File: src/rtl/fft_pkg.sv
// Shared definitions for the FFT datapath: internal width and rounding helpers,
// plus an elaboration-time twiddle generator that uses only integer arithmetic.
package fft_pkg;

    // Q28 fixed-point constants used only while the twiddle tables are generated
    localparam longint FX_ONE = 64'sd1 <<< 28;
    localparam longint FX_PI  = 64'sd843314857;

    localparam int DEF_DATA_WIDTH = 8;
    localparam int DEF_TW_FRAC    = 10;

    // Internal add/sub width: two guard bits above the input width
    function automatic int int_width(input int data_width);
        return data_width + 2;
    endfunction

    // Half-LSB constant for round-half-up after dropping tw_frac bits
    function automatic longint round_const(input int tw_frac);
        return 64'sd1 <<< (tw_frac - 1);
    endfunction

    function automatic longint fx_mul(input longint a, input longint b);
        return (a * b) / FX_ONE;
    endfunction

    // round(2^frac * cos/sin(2*pi*k/n)) via Taylor series in Q28.
    // Angles stay below pi, so 16 terms are far more than enough.
    function automatic int tw_part(input int k, input int n, input int frac, input bit want_sin);
        longint th;
        longint th2;
        longint term;
        longint sum;
        longint val;
        th   = (2 * FX_PI * longint'(k)) / longint'(n);
        th2  = fx_mul(th, th);
        term = want_sin ? th : FX_ONE;
        sum  = term;
        for (int i = 1; i <= 16; i++) begin
            if (want_sin)
                term = -fx_mul(term, th2) / longint'((2 * i) * (2 * i + 1));
            else
                term = -fx_mul(term, th2) / longint'((2 * i - 1) * (2 * i));
            sum += term;
        end
        val = sum * (64'sd1 <<< frac);
        if (val >= 0)
            return int'((val + FX_ONE / 2) / FX_ONE);
        return -int'((-val + FX_ONE / 2) / FX_ONE);
    endfunction

endpackage

File: src/rtl/twiddle_rom.sv
// N/2-entry twiddle ROM, W_k = cos - j*sin, filled at elaboration.
// Combinational read; INV selects the conjugate for inverse transforms.
module twiddle_rom
    import fft_pkg::*;
#(
    parameter int N_POINTS     = 8,
    parameter int TW_IDX_WIDTH = $clog2(N_POINTS) - 1,
    parameter int TW_WIDTH     = 12,
    parameter int TW_FRAC      = 10
) (
    input  logic [TW_IDX_WIDTH-1:0]   idx_i,
    input  logic                      inv_i,
    output logic signed [TW_WIDTH-1:0] w_re_o,
    output logic signed [TW_WIDTH-1:0] w_im_o
);

    localparam int HALF = N_POINTS / 2;
    localparam int HLOG = $clog2(N_POINTS) - 1;

    logic signed [TW_WIDTH-1:0] rom_re [HALF];
    logic signed [TW_WIDTH-1:0] rom_im [HALF];

    for (genvar g = 0; g < HALF; g++) begin : g_rom
        localparam int C = tw_part(g, N_POINTS, TW_FRAC, 1'b0);
        localparam int S = tw_part(g, N_POINTS, TW_FRAC, 1'b1);
        assign rom_re[g] = TW_WIDTH'(C);
        assign rom_im[g] = TW_WIDTH'(-S);
    end

    // Index is taken modulo N/2; conjugate by negating the imaginary part
    always_comb begin
        w_re_o = rom_re[idx_i[HLOG-1:0]];
        w_im_o = inv_i ? -rom_im[idx_i[HLOG-1:0]] : rom_im[idx_i[HLOG-1:0]];
    end

endmodule

File: src/rtl/radix2_butterfly_pipe.sv
// Three-stage radix-2 DIT butterfly with valid/ready backpressure:
// S1 operands + twiddle, S2 complex product, S3 add/sub, scale, saturate.
module radix2_butterfly_pipe
    import fft_pkg::*;
#(
    parameter int N_POINTS     = 8,
    parameter int TW_IDX_WIDTH = $clog2(N_POINTS) - 1,
    parameter int DATA_WIDTH   = DEF_DATA_WIDTH,
    parameter int OUT_WIDTH    = DATA_WIDTH + 1,
    parameter int TW_WIDTH     = 12,
    parameter int TW_FRAC      = DEF_TW_FRAC
) (
    input  logic                          CLK,
    input  logic                          RST_N,
    input  logic                          IN_VALID,
    output logic                          IN_READY,
    input  logic signed [DATA_WIDTH-1:0]  IN0_Real,
    input  logic signed [DATA_WIDTH-1:0]  IN0_Img,
    input  logic signed [DATA_WIDTH-1:0]  IN1_Real,
    input  logic signed [DATA_WIDTH-1:0]  IN1_Img,
    input  logic [TW_IDX_WIDTH-1:0]       TW_Index,
    input  logic                          INV,
    input  logic                          SCALE,
    output logic                          OUT_VALID,
    input  logic                          OUT_READY,
    output logic signed [OUT_WIDTH-1:0]   OUT0_Real,
    output logic signed [OUT_WIDTH-1:0]   OUT0_Img,
    output logic signed [OUT_WIDTH-1:0]   OUT1_Real,
    output logic signed [OUT_WIDTH-1:0]   OUT1_Img,
    output logic                          OVF,
    input  logic                          OVF_CLR
);

    localparam int IW = int_width(DATA_WIDTH);
    localparam int PW = DATA_WIDTH + TW_WIDTH + 1;
    localparam logic signed [PW-1:0] RND    = PW'(round_const(TW_FRAC));
    localparam logic signed [IW:0]   SAT_HI = (IW+1)'((64'sd1 <<< (OUT_WIDTH - 1)) - 1);
    localparam logic signed [IW:0]   SAT_LO = (IW+1)'(-(64'sd1 <<< (OUT_WIDTH - 1)));

    typedef struct packed {
        logic signed [DATA_WIDTH-1:0] re;
        logic signed [DATA_WIDTH-1:0] im;
    } cin_t;

    typedef struct packed {
        logic signed [IW-1:0] re;
        logic signed [IW-1:0] im;
    } cint_t;

    typedef struct packed {
        logic signed [OUT_WIDTH-1:0] re;
        logic signed [OUT_WIDTH-1:0] im;
    } cout_t;

    // Sum or difference of IN0 and the product at full internal width
    function automatic logic signed [IW:0] add_sub(input logic signed [DATA_WIDTH-1:0] a,
                                                   input logic signed [IW-1:0] p,
                                                   input logic sub);
        if (sub)
            return (IW+1)'(a) - (IW+1)'(p);
        return (IW+1)'(a) + (IW+1)'(p);
    endfunction

    // Optional divide-by-two with round half up
    function automatic logic signed [IW:0] half_scale(input logic signed [IW:0] v, input logic en);
        if (en)
            return (v + (IW+1)'(1)) >>> 1;
        return v;
    endfunction

    function automatic logic sat_hit(input logic signed [IW:0] v);
        return (v > SAT_HI) || (v < SAT_LO);
    endfunction

    function automatic logic signed [OUT_WIDTH-1:0] saturate(input logic signed [IW:0] v);
        if (v > SAT_HI)
            return OUT_WIDTH'(SAT_HI);
        if (v < SAT_LO)
            return OUT_WIDTH'(SAT_LO);
        return OUT_WIDTH'(v);
    endfunction

    logic en;

    logic vld_p1_q, vld_p2_q, vld_p3_q;
    logic vld_p1_d, vld_p2_d, vld_p3_d;
    logic ovf_q, ovf_d;

    logic signed [TW_WIDTH-1:0] w_re, w_im;

    cin_t                       a_p1_q, b_p1_q;
    logic signed [TW_WIDTH-1:0] wr_p1_q, wi_p1_q;
    logic                       scale_p1_q;

    cin_t                       a_p2_q;
    cint_t                      p_p2_q, p_d;
    logic                       scale_p2_q;
    logic signed [PW-1:0]       mr, mi;

    cout_t                      o0_p3_q, o1_p3_q, o0_d, o1_d;
    logic signed [IW:0]         s0r, s0i, s1r, s1i;
    logic                       sat_any;

    assign en        = !vld_p3_q || OUT_READY;
    assign IN_READY  = en;
    assign OUT_VALID = vld_p3_q;
    assign OVF       = ovf_q;
    assign OUT0_Real = o0_p3_q.re;
    assign OUT0_Img  = o0_p3_q.im;
    assign OUT1_Real = o1_p3_q.re;
    assign OUT1_Img  = o1_p3_q.im;

    twiddle_rom #(
        .N_POINTS     (N_POINTS),
        .TW_IDX_WIDTH (TW_IDX_WIDTH),
        .TW_WIDTH     (TW_WIDTH),
        .TW_FRAC      (TW_FRAC)
    ) u_rom (
        .idx_i  (TW_Index),
        .inv_i  (INV),
        .w_re_o (w_re),
        .w_im_o (w_im)
    );

    // ---- S1: capture operands, scale flag and (possibly conjugated) twiddle
    always_ff @(posedge CLK) begin
        if (en) begin
            a_p1_q     <= '{re: IN0_Real, im: IN0_Img};
            b_p1_q     <= '{re: IN1_Real, im: IN1_Img};
            wr_p1_q    <= w_re;
            wi_p1_q    <= w_im;
            scale_p1_q <= SCALE;
        end
    end

    // Complex product with round-half-up back to the twiddle-free scale
    always_comb begin
        mr      = PW'(b_p1_q.re) * PW'(wr_p1_q) - PW'(b_p1_q.im) * PW'(wi_p1_q);
        mi      = PW'(b_p1_q.re) * PW'(wi_p1_q) + PW'(b_p1_q.im) * PW'(wr_p1_q);
        p_d.re  = IW'((mr + RND) >>> TW_FRAC);
        p_d.im  = IW'((mi + RND) >>> TW_FRAC);
    end

    // ---- S2: register product alongside IN0 and the scale flag
    always_ff @(posedge CLK) begin
        if (en) begin
            a_p2_q     <= a_p1_q;
            p_p2_q     <= p_d;
            scale_p2_q <= scale_p1_q;
        end
    end

    // Butterfly add/sub, optional halving, saturation and overflow detect
    always_comb begin
        s0r     = half_scale(add_sub(a_p2_q.re, p_p2_q.re, 1'b0), scale_p2_q);
        s0i     = half_scale(add_sub(a_p2_q.im, p_p2_q.im, 1'b0), scale_p2_q);
        s1r     = half_scale(add_sub(a_p2_q.re, p_p2_q.re, 1'b1), scale_p2_q);
        s1i     = half_scale(add_sub(a_p2_q.im, p_p2_q.im, 1'b1), scale_p2_q);
        o0_d    = '{re: saturate(s0r), im: saturate(s0i)};
        o1_d    = '{re: saturate(s1r), im: saturate(s1i)};
        sat_any = sat_hit(s0r) || sat_hit(s0i) || sat_hit(s1r) || sat_hit(s1i);
    end

    // Stage valids advance together on EN; OVF set has priority over clear
    always_comb begin
        vld_p1_d = vld_p1_q;
        vld_p2_d = vld_p2_q;
        vld_p3_d = vld_p3_q;
        if (en) begin
            vld_p1_d = IN_VALID;
            vld_p2_d = vld_p1_q;
            vld_p3_d = vld_p2_q;
        end
        ovf_d = ovf_q && !OVF_CLR;
        if (en && vld_p2_q && sat_any)
            ovf_d = 1'b1;
    end

    // Control state: valids and sticky overflow flag
    always_ff @(posedge CLK or negedge RST_N) begin
        if (!RST_N) begin
            vld_p1_q <= 1'b0;
            vld_p2_q <= 1'b0;
            vld_p3_q <= 1'b0;
            ovf_q    <= 1'b0;
        end else begin
            vld_p1_q <= vld_p1_d;
            vld_p2_q <= vld_p2_d;
            vld_p3_q <= vld_p3_d;
            ovf_q    <= ovf_d;
        end
    end

    // ---- S3: output registers, cleared on reset and loaded only by real beats
    always_ff @(posedge CLK or negedge RST_N) begin
        if (!RST_N) begin
            o0_p3_q <= '0;
            o1_p3_q <= '0;
        end else if (en && vld_p2_q) begin
            o0_p3_q <= o0_d;
            o1_p3_q <= o1_d;
        end
    end

endmodule
File: config.mk
export PLATFORM = sky130hd
export DESIGN_NAME = radix2_butterfly_pipe
export DESIGN_NICKNAME = d
export VERILOG_FILES = /design/src/rtl/fft_pkg.sv /design/src/rtl/twiddle_rom.sv /design/src/rtl/radix2_butterfly_pipe.sv
export SDC_FILE = /design/constraint.sdc
export NUM_CORES = 1
export LEC_CHECK = 0
export ABC_AREA = 1
export BUFFER_PORTS_ARGS = -buffer_cell sky130_fd_sc_hd__buf_2
export CORE_ASPECT_RATIO = 0.75
export CORE_MARGIN = 4
export CORE_UTILIZATION = 60
export CTS_BUF_LIST = sky130_fd_sc_hd__clkbuf_8
export CTS_CLUSTER_SIZE = 16
export DETAILED_ROUTE_END_ITERATION = 10
export PLACE_DENSITY = 0.78
export SYNTH_ARGS = -nofsm -noshare
export SYNTH_HDL_FRONTEND = slang
export SYNTH_SLANG_ARGS = --single-unit
File: constraint.sdc
create_clock -name CLK -period 12.87 [get_ports CLK]
set_input_delay 3.861 -clock CLK [delete_from_list [all_inputs] [get_ports CLK]]
set_output_delay 3.861 -clock CLK [all_outputs]
set_load 0.02 [all_outputs]
## Word-level counts from Yosys, hierarchy flattened

Index checks and enable logic that the tools add are counted.

| storage, ports and cells | value |
|---|---|
| register bits after elaboration | 134 |
| input bits | 41 |
| word-level logic and storage cells | 105 |

| operators by class | value |
|---|---|
| $add $sub $neg | 13 |
| multipliers | 4 |
| magnitude comparators | 9 |
| muxes and demuxes | 45 |
| bitwise logic cells | 1 |
| reduce and logical (&&, ||, !) cells | 13 |

Operators by type and width:

| cell | number |
|---|---|
| $mux 9 | 16 |
| $mux 11 | 8 |
| $mul 8x12->20 | 4 |
| $mux 12 | 5 |
| $bmux 12 s2 | 2 |
| $add 11x2->11 const B | 4 |
| $gt 11x9->1 const B | 4 |
| $lt 11x9->1 const B | 4 |
| $add 20x11->20 const B | 2 |
| $add 8x10->11 | 2 |
| $sub 8x10->11 | 2 |
| $add 20x20->20 | 1 |
| $sub 20x20->20 | 1 |
| $mux 1 | 14 |
| $neg 12->12 | 1 |
| $logic_or 1x1->1 | 8 |
| $ge 3x3->1 const B | 1 |
| $logic_and 1x1->1 | 3 |
| $not 2->3 | 1 |
| $logic_not 1->1 | 2 |

## Logic depth before layout (Yosys ltp)

Gate-level depths: netlist of run 1.

| depth | value |
|---|---|
| depth after elaboration | 11 |
| gate-level depth with buffers | 24 |

## By module

From an unflattened synthesis of run 1, not the netlist that was laid out.

| second synthesis, totals | value |
|---|---|
| cell total of the unflattened synthesis | 2669 |
| area total of the unflattened synthesis | 22117.5 sq um |

By module, submodules not included:

| module | instances | cells each | area an instance (sq um) | sequential area each (sq um) |
|---|---|---|---|---|
| radix2_butterfly_pipe | 1 | 2634 | 21894.7 | 3823.7 |
| twiddle_rom | 1 | 35 | 222.7 | 0.0 |

## Worst setup path before layout of run 1

No wires, ideal clock.

| timing path | value |
|---|---|
| kind | input -> output |
| from | in OUT_READY |
| to | out IN_READY |
| arrival time | 5.590 ns |
| required time | 9.009 ns |
| setup slack | 3.419 ns |
| stages on the path | 2 |
| cells stage by stage | nor2_1 inv_1 |

| on the way | value |
|---|---|
| cells in the longest elaborated chain, start to end | 1 |

Ends and longest elaborated chain:

| what | line | text |
|---|---|---|
| from (decl) | radix2_butterfly_pipe.sv:25 | `input logic OUT_READY,` |
| $logic_or 1x1->1 | radix2_butterfly_pipe.sv:104 | `assign en = !vld_p3_q \|\| OUT_READY;` |
| to (decl) | radix2_butterfly_pipe.sv:16 | `output logic IN_READY,` |

Every way passes these cells.

## Final worst setup path of run 1

Ends and elaborated chain as after synthesis.

==> reports/results.tsv, run 1 <==
stage	metric	value	unit
flow_run	MaxCap Viol Count	0	
clock_tree	CTS-repair resized insts	0	
clock_tree	Worst-path clk slew	0.09	ns
global_route	antenna violations before repair	0	
yosys	count leader, synth	sky130_fd_sc_hd__inv_1	
worst_setup_path	maximum fanout count along the critical path	33	
floorplanning	number of placement rows	55	
timing	number of hold violations in the final report	0	
yosys	EDFF count, synth	78	
drt	count of nets left with antenna violations after detail routing	0	
yosys	leading register cell type out of synthesis	sky130_fd_sc_hd__edfxtp_1	
global_route	final global-route overflow total	0	
drt	count of vias placed by the detailed router	13500	
yosys	share of the synthesized area in the top cell type	34.5	%
min_path	startpoint of the worst hold path	a_p1_q[6]	
timing	count of final max-slew check failures	0	
timing	worst-margin pin slew	0.983	ns
drt	drt via density	5.26	
worst_setup_path	Worst EP required	9.01	ns
global_route	pin count of the biggest net entering global routing	52	
drt	violation count after the first detailed-routing iteration	1108	
clock_tree	clock buffers created by TritonCTS	17	
yosys	Post-Synthesis Net Count	2622	
timing	clock skew	0.0278	ns
drt	final routed wirelength across all metal layers	41500	µm
global_route	first-pass GRT wire length	69800	µm
floorplanning	die outline area	33600	µm²
placed_design	# port buffers	79	
worst_setup_path	Crit path arrival time	5.19	ns
outcome	outcome	finished, final reports clean	
worst_setup_path	nature of the critical path startpoint	input port	
timing	TNS Setup	0	ns
floorplanning	initial cell density of the core	61.0	%
clock_tree	cell at the root of the clock tree	sky130_fd_sc_hd__clkbuf_8	
yosys	cells after synthesis	2111	
worst_setup_path	buffers and inverters on the worst path	3	
clock_tree	largest buffer count on any clock path	2	
clock_tree	H-tree depth reported by CTS	4	
min_path	class of the worst hold path	reg -> reg	
global_route	gr usage total	26.1	%
clock_tree	latest clock arrival within the worst-skew pair	0.51	ns
floorplanning	Die Y	160	µm
floorplanning	I/O pin total	80	
global_route	via count of the first global-routing pass	14000	
layout	net count reported at finish	2670	
clock_tree	CTS tree	yes	
placed_design	last weighted congestion value of the routability-driven placer	0.922	
placed_design	HPWL reported at the end of detailed placement	34800	µm
timing	share of the clock period used by the worst path	70.4	%
timing	worst rel slew slack	34.4	%
yosys	number of warnings issued by yosys	0	
yosys	Yosys reg bits	118	
yosys	syn_area_per_cell	8.73	µm²
timing	FMAX	0.110	GHz
drt	# DRC	0	
clock_tree	Sink Count	118	
worst_setup_path	CP max stage delay	0.59	ns
timing	final worst path period need	9.05	ns
drt	post-DR wirelength/cell	16.2	µm
timing	Final Setup Violations	0	
worst_setup_path	most frequent CP cell	sky130_fd_sc_hd__buf_2	
worst_setup_path	ordered cell list for the critical path	buf_2, nor2_1, clkinv_2, buf_2	
yosys	area of the mapped netlist	18400	µm²
floorplanning	width of the die	210	µm
layout	layout overhead on the synthesized area	5.76	%
yosys	main area contributors after synthesis	sky130_fd_sc_hd__fa_1, sky130_fd_sc_hd__edfxtp_1, sky130_fd_sc_hd__inv_1	
worst_setup_path	Crit-path slowest cell	sky130_fd_sc_hd__clkinv_2	
layout	proportion of layout cells with a drive suffix above 1	8.75	%
drt	number of detailed-routing iterations run before antenna repair	8	
clock_tree	hold bufs inserted after CTS	0	
worst_setup_path	Critical Path Start	OUT_READY	
yosys	part of the Yosys area used for sequential elements	18.1	%
clock_tree	number of setup buffers added after CTS	0	
floorplanning	placeable core region	30200	µm²
worst_setup_path	cell class contributing the biggest share of worst-path delay	buffers and inverters	
layout	diode insertion count for antenna repair	0	
worst_setup_path	Setup crit end kind	output port	
worst_setup_path	Reg-to-Reg Start	wr_p1_q[8]	
yosys	number of different library cells in the post-synthesis netlist	48	
timing	RSZ-0062 raised after global routing	no	
yosys	leading area contributor after synthesis	sky130_fd_sc_hd__fa_1	
worst_setup_path	worst setup path class	in -> out	
yosys	post-synthesis async set-or-reset flop share	33.9	%
yosys	most common library cells after synthesis	sky130_fd_sc_hd__inv_1, sky130_fd_sc_hd__nand2_1, sky130_fd_sc_hd__fa_1	
[cell type report]
| type | count | area, µm² |
|---|---|---|
| Multi-Input combinational cell | 1345 | 12600 |
| Fill cell | 2468 | 10700 |
| Sequential cell | 118 | 3340 |
| Inverter | 594 | 2230 |
| Tap cell | 399 | 499 |
| Timing Repair Buffer | 83 | 425 |
| Clock buffer | 17 | 234 |
| Clock inverter | 15 | 155 |
[routing by layer]
layer	global-route usage [%]	vias to the layer above	share of wire (%)
met1	37.7	6562	43
met2	39.6	532	45
met3	7.52	53	10
met4	5.87	0	1.6
met5	0	-	0
li1	-	6371	-
[flip-flops by register name (all words and copies together), names as in the netlist, 3 cells and up]
| register | cells |
|---|---|
| OUT0_Img | 9 |
| a_p2_q | 16 |
| b_p1_q | 16 |
| OUT1_Real | 9 |
| a_p1_q | 16 |
| OUT1_Img | 9 |
| wi_p1_q | 5 |
| wr_p1_q | 3 |
| p_p2_q | 20 |
| OUT0_Real | 9 |
[worst paths after layout]
check                           slack, ns  depth (start not counted)           end
worst max-delay path                 3.82                          4      IN_READY
worst min-delay path                 0.41                          0     a_p2_q[6]
worst max register to register       6.16                         21     p_p2_q[9]
worst min register to register       0.41                          0     a_p2_q[6]
max in group asynchronous            8.85                          1  OUT1_Real[1]
min in group asynchronous            3.47                          1   OUT1_Img[1]
[cell families after synthesis]
family                     synth area share, %
AOI/OAI and AO/OA                         5.32
xor gates and xnor gates                  3.23
adders and majority gates                 44.9
buffers and inverters                     13.5
DFF                                       18.1
other                                   0.0204
and+or+nand+nor                           14.9
[per-stage QoR]
stage               area, µm²  instances  hold WS (ns)  utilization (%)  setup WS [ns]
floorplan               18400       2111         0.400                -           3.42
global placement        19100       2539         0.403             63.2           3.86
detailed placement      19100       2539         0.405             63.2           3.82
CTS                     19500       2571         0.413             64.5           3.82
global route            19500       2571         0.424             64.5           3.73
finish                  19500       2571         0.409             64.5           3.82
[cells in the final DEF, fill, tap and decap left out, drive strengths merged]
| cell type | n |
|---|---|
| o2111ai | 1 |
| fa | 318 |
| edfxtp | 78 |
| o21a | 1 |
| conb | 1 |
| a221o | 1 |
| nand3b | 1 |
| or2 | 3 |
| inv | 602 |
| o211ai | 6 |
| nand3 | 85 |
| clkinv | 6 |
| clkbuf | 17 |
| nor2 | 105 |
| buf | 83 |
| o21bai | 3 |
| dfrtp | 40 |
| ha | 152 |
| a211o | 1 |
| a32o | 1 |
| nand2 | 412 |
| nor4 | 1 |
| xnor2 | 30 |
| nand4 | 19 |
| a21o | 6 |
| a21boi | 1 |
| xor2 | 37 |
| nor3 | 11 |
| o22ai | 7 |
| bufinv | 1 |
| a21oi | 85 |
| o21ai | 54 |
| a31oi | 3 |
Power of run 1 is not shown: default switching activity piles up to over one toggle a cycle in this logic, so the estimate is an artifact.
==> run 2: changes to the inputs <==
==> constraint.sdc (replaced) <==
create_clock -name CLK -period 8.8 [get_ports CLK]
set_input_delay 2.64 -clock CLK [delete_from_list [all_inputs] [get_ports CLK]]
set_output_delay 2.64 -clock CLK [all_outputs]
set_load 0.02 [all_outputs]
==> run 2 against run 1 <==
Effect of this change: worst setup slack worse by 1.6 ns; non-clock buffer count stayed put; clock skew is 0.0039 ns lower; register-to-register slack worse by 4.0 ns; cell count stayed put.
==> reports/results.tsv, run 2 (synthesis results as in run 1) <==
stage	metric	value	unit	change
timing	worst-margin pin slew	0.961	ns	-0.0219 ns
clock_tree	clock buffers created by TritonCTS	17		unchanged
outcome	outcome	finished, final reports clean		
worst_setup_path	Crit path arrival time	6.83	ns	+1.64 ns
timing	clock skew	0.0239	ns	-0.00390 ns
worst_setup_path	Crit-path slowest cell	sky130_fd_sc_hd__edfxtp_1		
timing	count of final max-slew check failures	0		unchanged
layout	count of placed standard cells in the final layout, fillers left out	2571		unchanged
drt	final routed wirelength across all metal layers	41200	µm	-0.81%
timing	final worst path period need	6.59	ns	
layout	layout overhead on the synthesized area	5.89	%	
clock_tree	cell at the root of the clock tree	sky130_fd_sc_hd__clkbuf_8		
worst_setup_path	Worst EP required	9.04	ns	+0.03 ns
clock_tree	largest buffer count on any clock path	2		unchanged
placed_design	# port buffers	79		unchanged
worst_setup_path	nature of the critical path startpoint	flop		
drt	violation count after the first detailed-routing iteration	1147		+3.5%
min_path	class of the worst hold path	reg -> reg		
worst_setup_path	end point of the critical path	p_p2_q[7]		
clock_tree	Worst-path clk slew	0.09	ns	about the same
clock_tree	number of setup buffers added after CTS	0		unchanged
timing	share of the clock period used by the worst path	74.9	%	
timing	Final Setup Violations	0		unchanged
timing	worst rel slew slack	35.9	%	+1.5 points
floorplanning	initial cell density of the core	61.0	%	unchanged
floorplanning	placeable core region	30200	µm²	unchanged
worst_setup_path	most frequent CP cell	sky130_fd_sc_hd__fa_1		
global_route	final global-route overflow total	0		unchanged
min_path	startpoint of the worst hold path	a_p1_q[0]		
global_route	gr usage total	25.7	%	-0.35 points
timing	Post-Route Hold Slack	0.415	ns	+0.00509 ns
min_path	Hold Path Stages	0		unchanged
layout	proportion of layout cells with a drive suffix above 1	8.75	%	unchanged
layout	leading cell types in the layout, fill and taps excluded	sky130_fd_sc_hd__inv_1, sky130_fd_sc_hd__nand2_1, sky130_fd_sc_hd__fa_1		
flow_run	MaxCap Viol Count	0		unchanged
floorplanning	number of placement rows	55		unchanged
worst_setup_path	worst setup path class	reg -> reg		
placed_design	number of cells after detailed placement	2539		unchanged
global_route	antenna violations before repair	0		unchanged
placed_design	DP Area	19100	µm²	unchanged
timing	number of hold violations in the final report	0		unchanged
drt	count of nets left with antenna violations after detail routing	0		unchanged
drt	number of detailed-routing iterations run before antenna repair	8		unchanged
global_route	first-pass GRT wire length	68900	µm	-1.2%
layout	most flop-heavy register	p_p2_q		
layout	Layout Cell Area excl Fill	19500	µm²	+0.12%
clock_tree	hold bufs inserted after CTS	0		unchanged
timing	TNS Setup	0	ns	unchanged
floorplanning	Die Y	160	µm	unchanged
layout	Largest register FFs	20		unchanged
clock_tree	H-tree depth reported by CTS	4		unchanged
clock_tree	latest clock arrival within the worst-skew pair	0.51	ns	about the same
global_route	pin count of the biggest net entering global routing	52		unchanged
floorplanning	width of the die	210	µm	unchanged
worst_setup_path	register-to-register setup slack	2.21	ns	-3.95 ns
clock_tree	CTS tree	yes		
drt	# DRC	0		unchanged
placed_design	HPWL reported at the end of detailed placement	34800	µm	about the same
global_route	via count of the first global-routing pass	13800		-1.2%
drt	count of vias placed by the detailed router	13400		-0.52%
layout	diode insertion count for antenna repair	0		unchanged
worst_setup_path	Setup crit end kind	flop		
layout	most common cell after layout, fill and taps aside	sky130_fd_sc_hd__inv_1		
layout	net count reported at finish	2670		unchanged
worst_setup_path	CP max stage delay	0.78	ns	+0.19 ns
floorplanning	die outline area	33600	µm²	unchanged
clock_tree	Sink Count	118		unchanged
layout	fill cell total of the finished layout	2481		+0.53%
timing	FMAX	0.152	GHz	
clock_tree	CTS-repair resized insts	0		unchanged
worst_setup_path	Critical Path Start	wr_p1_q[8]		
timing	RSZ-0062 raised after global routing	no		
worst_setup_path	R2R cell count	21		unchanged
drt	post-DR wirelength/cell	16.0	µm	-0.81%
worst_setup_path	ordered cell list for the critical path	nand2_1, inv_1, fa_1, fa_1, inv_1, fa_1, inv_1, fa_1, fa_1, inv_1, fa_1, inv_1, ha_1, a21oi_1, o21ai_0, a21oi_1, o21bai_1, a211o_1, o21ai_0, o21ai_0, xor2_1		
worst_setup_path	critical register-to-register path endpoint	p_p2_q[7]		
placed_design	last weighted congestion value of the routability-driven placer	0.935		+1.3%
floorplanning	I/O pin total	80		unchanged
worst_setup_path	Reg-to-Reg Start	wr_p1_q[8]		
worst_setup_path	maximum fanout count along the critical path	17		-48%
drt	drt via density	5.23		-0.52%
-- run 2: changes by cell type in the layout (fill, tap and decap cells not counted) --
cell,delta
sky130_fd_sc_hd__inv_8,+1
sky130_fd_sc_hd__clkinv_4,-2
sky130_fd_sc_hd__bufinv_16,+1
-- run 2: through the flow --
step | utilization (%) | setup slack, ns
floorplan | - | 1.79
global placement | 63.2 | 2.25
detailed placement | 63.2 | 2.20
CTS | 64.6 | 2.20
global route | 64.6 | 1.97
finish | 64.6 | 2.21
-- run 2: cell type report --
cell class                      instances  area, µm²  area share [%]
Timing Repair Buffer                   83        425            2.18
Clock buffer                           17        234            1.20
Multi-Input combinational cell       1345      12600            64.6
Tap cell                              399        499            2.56
Sequential cell                       118       3340            17.1
Inverter                              594       2230            11.4
Clock inverter                         15        179           0.917
-- run 2: worst min-delay path by stage --
stage / to / slack [ns]
global route: a_p2_q[5] / 0.43
detailed placement: a_p2_q[5] / 0.40
floorplan: a_p2_q[0] / 0.40
global placement: a_p2_q[0] / 0.40
CTS: a_p2_q[0] / 0.42
finish: a_p2_q[0] / 0.41
-- run 2: per-layer routing --
| layer | up-vias | wire (µm) | track usage (%) |
|---|---|---|---|
| met5 | - | 0 | 1.58 |
| met4 | 0 | 533 | 5.13 |
| met3 | 45 | 3930 | 6.91 |
| met2 | 502 | 18300 | 38.6 |
| met1 | 6527 | 18500 | 38.1 |
| li1 | 6374 | - | - |
-- run 2: critical path: cells and delay by family, from the launching register on --
kind            cells  cell delay (ns)
compound gates      7             1.25
xor+xnor            1             0.16
fa+ha+maj           7             3.26
buf+inv             5             0.53
flops               1             0.78
simple gates        1             0.33
Power of run 2 is left out for the same reason.
==> run 3: changes to the inputs <==
==> constraint.sdc (replaced) <==
create_clock -name CLK -period 6.8 [get_ports CLK]
set_input_delay 2.04 -clock CLK [delete_from_list [all_inputs] [get_ports CLK]]
set_output_delay 2.04 -clock CLK [all_outputs]
set_load 0.02 [all_outputs]
==> run 3 against run 2 <==
Effect of this change: count of clock-buffer cells in the layout unchanged; routed wire length rose by 2.6%; register-to-register slack worse by 1.8 ns; first-iteration DRC count is 0.26% lower; maximum frequency is 3.6% higher; cell area hardly changed; clock skew decreased by 0.0039 ns; sequential share of layout area about the same; cell count rose by 0.23%; non-clock buffer count is 6 higher; worst setup slack got worse by 1.8 ns; global-route usage increased by 1.2 points; critical path type unchanged; highest routed layer is now met5.
==> reports/results.tsv, run 3 (synthesis results as in run 1) <==
stage	metric	value	unit	change
outcome	outcome	finished, final reports clean		
drt	drt via density	5.23		about the same
timing	worst rel slew slack	35.3	%	-0.54 points
clock_tree	Sink Count	118		unchanged
clock_tree	cell at the root of the clock tree	sky130_fd_sc_hd__clkbuf_8		
drt	final routed wirelength across all metal layers	42300	µm	+2.6%
clock_tree	hold bufs inserted after CTS	0		unchanged
floorplanning	width of the die	210	µm	unchanged
timing	worst-margin pin slew	0.969	ns	+0.00812 ns
placed_design	# port buffers	79		unchanged
floorplanning	die outline area	33600	µm²	unchanged
layout	proportion of layout cells with a drive suffix above 1	9.00	%	+0.25 points
timing	count of final max-slew check failures	0		unchanged
clock_tree	Worst-path clk slew	0.10	ns	about the same
drt	violation count after the first detailed-routing iteration	1144		-0.26%
worst_setup_path	most frequent CP cell	sky130_fd_sc_hd__fa_1		
layout	Largest register FFs	20		unchanged
worst_setup_path	Crit-path slowest cell	sky130_fd_sc_hd__edfxtp_1		
global_route	first-pass GRT wire length	71400	µm	+3.6%
layout	net count reported at finish	2676		+0.22%
timing	final worst path period need	6.36	ns	-0.232 ns
clock_tree	H-tree depth reported by CTS	4		unchanged
floorplanning	initial cell density of the core	61.0	%	unchanged
layout	fill cell total of the finished layout	2561		+3.2%
layout	Layout Cell Area excl Fill	19500	µm²	about the same
min_path	Hold Path Stages	0		unchanged
worst_setup_path	instance count on the critical path	19		-9.5%
drt	number of detailed-routing iterations run before antenna repair	5		-3
drt	post-DR wirelength/cell	16.4	µm	+2.3%
clock_tree	CTS tree	yes		
worst_setup_path	maximum fanout count along the critical path	17		unchanged
floorplanning	number of placement rows	55		unchanged
worst_setup_path	buffers and inverters on the worst path	3		-2
clock_tree	CTS-repair resized insts	0		unchanged
global_route	final global-route overflow total	0		unchanged
min_path	class of the worst hold path	reg -> reg		
placed_design	HPWL reported at the end of detailed placement	36100	µm	+3.5%
worst_setup_path	nature of the critical path startpoint	flop		
worst_setup_path	Setup crit end kind	flop		
worst_setup_path	R2R cell count	19		-9.5%
clock_tree	clock buffers created by TritonCTS	17		unchanged
layout	diode insertion count for antenna repair	0		unchanged
timing	share of the clock period used by the worst path	93.5	%	+19 points
global_route	pin count of the biggest net entering global routing	52		unchanged
global_route	via count of the first global-routing pass	13800		-0.051%
timing	Final Setup Violations	0		unchanged
flow_run	MaxCap Viol Count	0		unchanged
global_route	gr usage total	26.9	%	+1.2 points
worst_setup_path	Worst EP required	7.03	ns	-2.01 ns
worst_setup_path	cell class contributing the biggest share of worst-path delay	adder cells		
floorplanning	Die Y	160	µm	unchanged
placed_design	last weighted congestion value of the routability-driven placer	0.943		+0.94%
placed_design	number of cells after detailed placement	2545		+0.24%
worst_setup_path	Crit path arrival time	6.59	ns	-0.24 ns
timing	FMAX	0.157	GHz	+3.6%
floorplanning	placeable core region	30200	µm²	unchanged
worst_setup_path	ordered cell list for the critical path	nand2_1, inv_1, fa_1, fa_1, fa_1, fa_1, fa_1, inv_1, fa_1, inv_1, ha_1, a21oi_1, o21ai_0, a21oi_1, o21bai_1, a211o_1, o21ai_0, o21ai_0, xor2_1		
timing	Post-Route Hold Slack	0.415	ns	+0.000217 ns
timing	RSZ-0062 raised after global routing	no		
layout	layout overhead on the synthesized area	5.99	%	about the same
worst_setup_path	CP max stage delay	0.70	ns	-0.08 ns
drt	# DRC	0		unchanged
placed_design	DP Area	19100	µm²	+0.24%
timing	number of hold violations in the final report	0		unchanged
global_route	antenna violations before repair	0		unchanged
layout	most common cell after layout, fill and taps aside	sky130_fd_sc_hd__inv_1		
timing	TNS Setup	0	ns	unchanged
drt	count of vias placed by the detailed router	13500		+0.22%
layout	most flop-heavy register	p_p2_q		
worst_setup_path	worst setup path class	reg -> reg		
layout	leading cell types in the layout, fill and taps excluded	sky130_fd_sc_hd__inv_1, sky130_fd_sc_hd__nand2_1, sky130_fd_sc_hd__fa_1		
clock_tree	largest buffer count on any clock path	2		unchanged
layout	count of placed standard cells in the final layout, fillers left out	2577		+0.23%
clock_tree	number of setup buffers added after CTS	0		unchanged
drt	count of nets left with antenna violations after detail routing	0		unchanged
timing	clock skew	0.0201	ns	-0.00388 ns
floorplanning	I/O pin total	80		unchanged
clock_tree	latest clock arrival within the worst-skew pair	0.52	ns	about the same
-- run 3: changes by cell type in the layout (fill, tap and decap cells not counted), moves of 2 or more --
| cell | change |
|---|---|
| sky130_fd_sc_hd__bufinv_16 | -2 |
| sky130_fd_sc_hd__inv_8 | +3 |
| sky130_fd_sc_hd__inv_6 | -2 |
| sky130_fd_sc_hd__clkinvlp_4 | +2 |
| sky130_fd_sc_hd__buf_4 | +6 |
-- run 3: worst paths after layout --
path	slack (ns)	startpoint	to
setup / recovery	0.44	wr_p1_q[8]	p_p2_q[9]
hold reg to reg	0.41	a_p1_q[12]	a_p2_q[12]
setup reg to reg	0.44	wr_p1_q[8]	p_p2_q[9]
min in group asynchronous	1.63	RST_N	OUT0_Img[3]
max in group asynchronous	4.63	RST_N	OUT0_Real[4]
hold / removal	0.41	a_p1_q[12]	a_p2_q[12]
-- run 3: worst reg2reg max path, stage by stage, from the launching register on --
cell,delay (ns)
sky130_fd_sc_hd__edfxtp_1,0.70
sky130_fd_sc_hd__nand2_1,0.29
sky130_fd_sc_hd__inv_1,0.34
sky130_fd_sc_hd__fa_1,0.51
sky130_fd_sc_hd__fa_1,0.51
sky130_fd_sc_hd__fa_1,0.57
sky130_fd_sc_hd__fa_1,0.43
sky130_fd_sc_hd__fa_1,0.49
sky130_fd_sc_hd__inv_1,0.05
sky130_fd_sc_hd__fa_1,0.48
sky130_fd_sc_hd__inv_1,0.04
sky130_fd_sc_hd__ha_1,0.31
sky130_fd_sc_hd__a21oi_1,0.16
sky130_fd_sc_hd__o21ai_0,0.10
sky130_fd_sc_hd__a21oi_1,0.21
sky130_fd_sc_hd__o21bai_1,0.15
sky130_fd_sc_hd__a211o_1,0.27
sky130_fd_sc_hd__o21ai_0,0.15
sky130_fd_sc_hd__o21ai_0,0.16
sky130_fd_sc_hd__xor2_1,0.17
-- run 3: layer usage --
layer  global-route usage, %  routed length (µm)  up-vias
met4                    6.40                 734        2
met1                    40.5               19400     6556
met5                    1.72                  76        -
li1                        -                   -     6397
met3                    6.38                3620       51
met2                    39.8               18500      471
-- run 3: area by class of cell --
| class | count | area (µm²) | share of cell area [%] |
|---|---|---|---|
| inverter | 594 | 2230 | 11.4 |
| clock buffer | 17 | 234 | 1.20 |
| clock inverter | 15 | 151 | 0.775 |
| multi-input combinational | 1345 | 12600 | 64.5 |
| timing repair buffer | 89 | 470 | 2.41 |
| tap | 399 | 499 | 2.56 |
| sequential | 118 | 3340 | 17.1 |
-- run 3: through the flow --
| stage | setup slack, ns | util, % |
|---|---|---|
| 6_report | 0.441 | 64.6 |
| 5_1_grt | 0.0407 | 64.6 |
| 4_1_cts | 0.469 | 64.6 |
| 3_5_place_dp | 0.498 | 63.4 |
| 3_3_place_gp | 0.650 | 63.4 |
| 2_1_floorplan | 0.969 | - |
Power of run 3 is left out for the same reason.
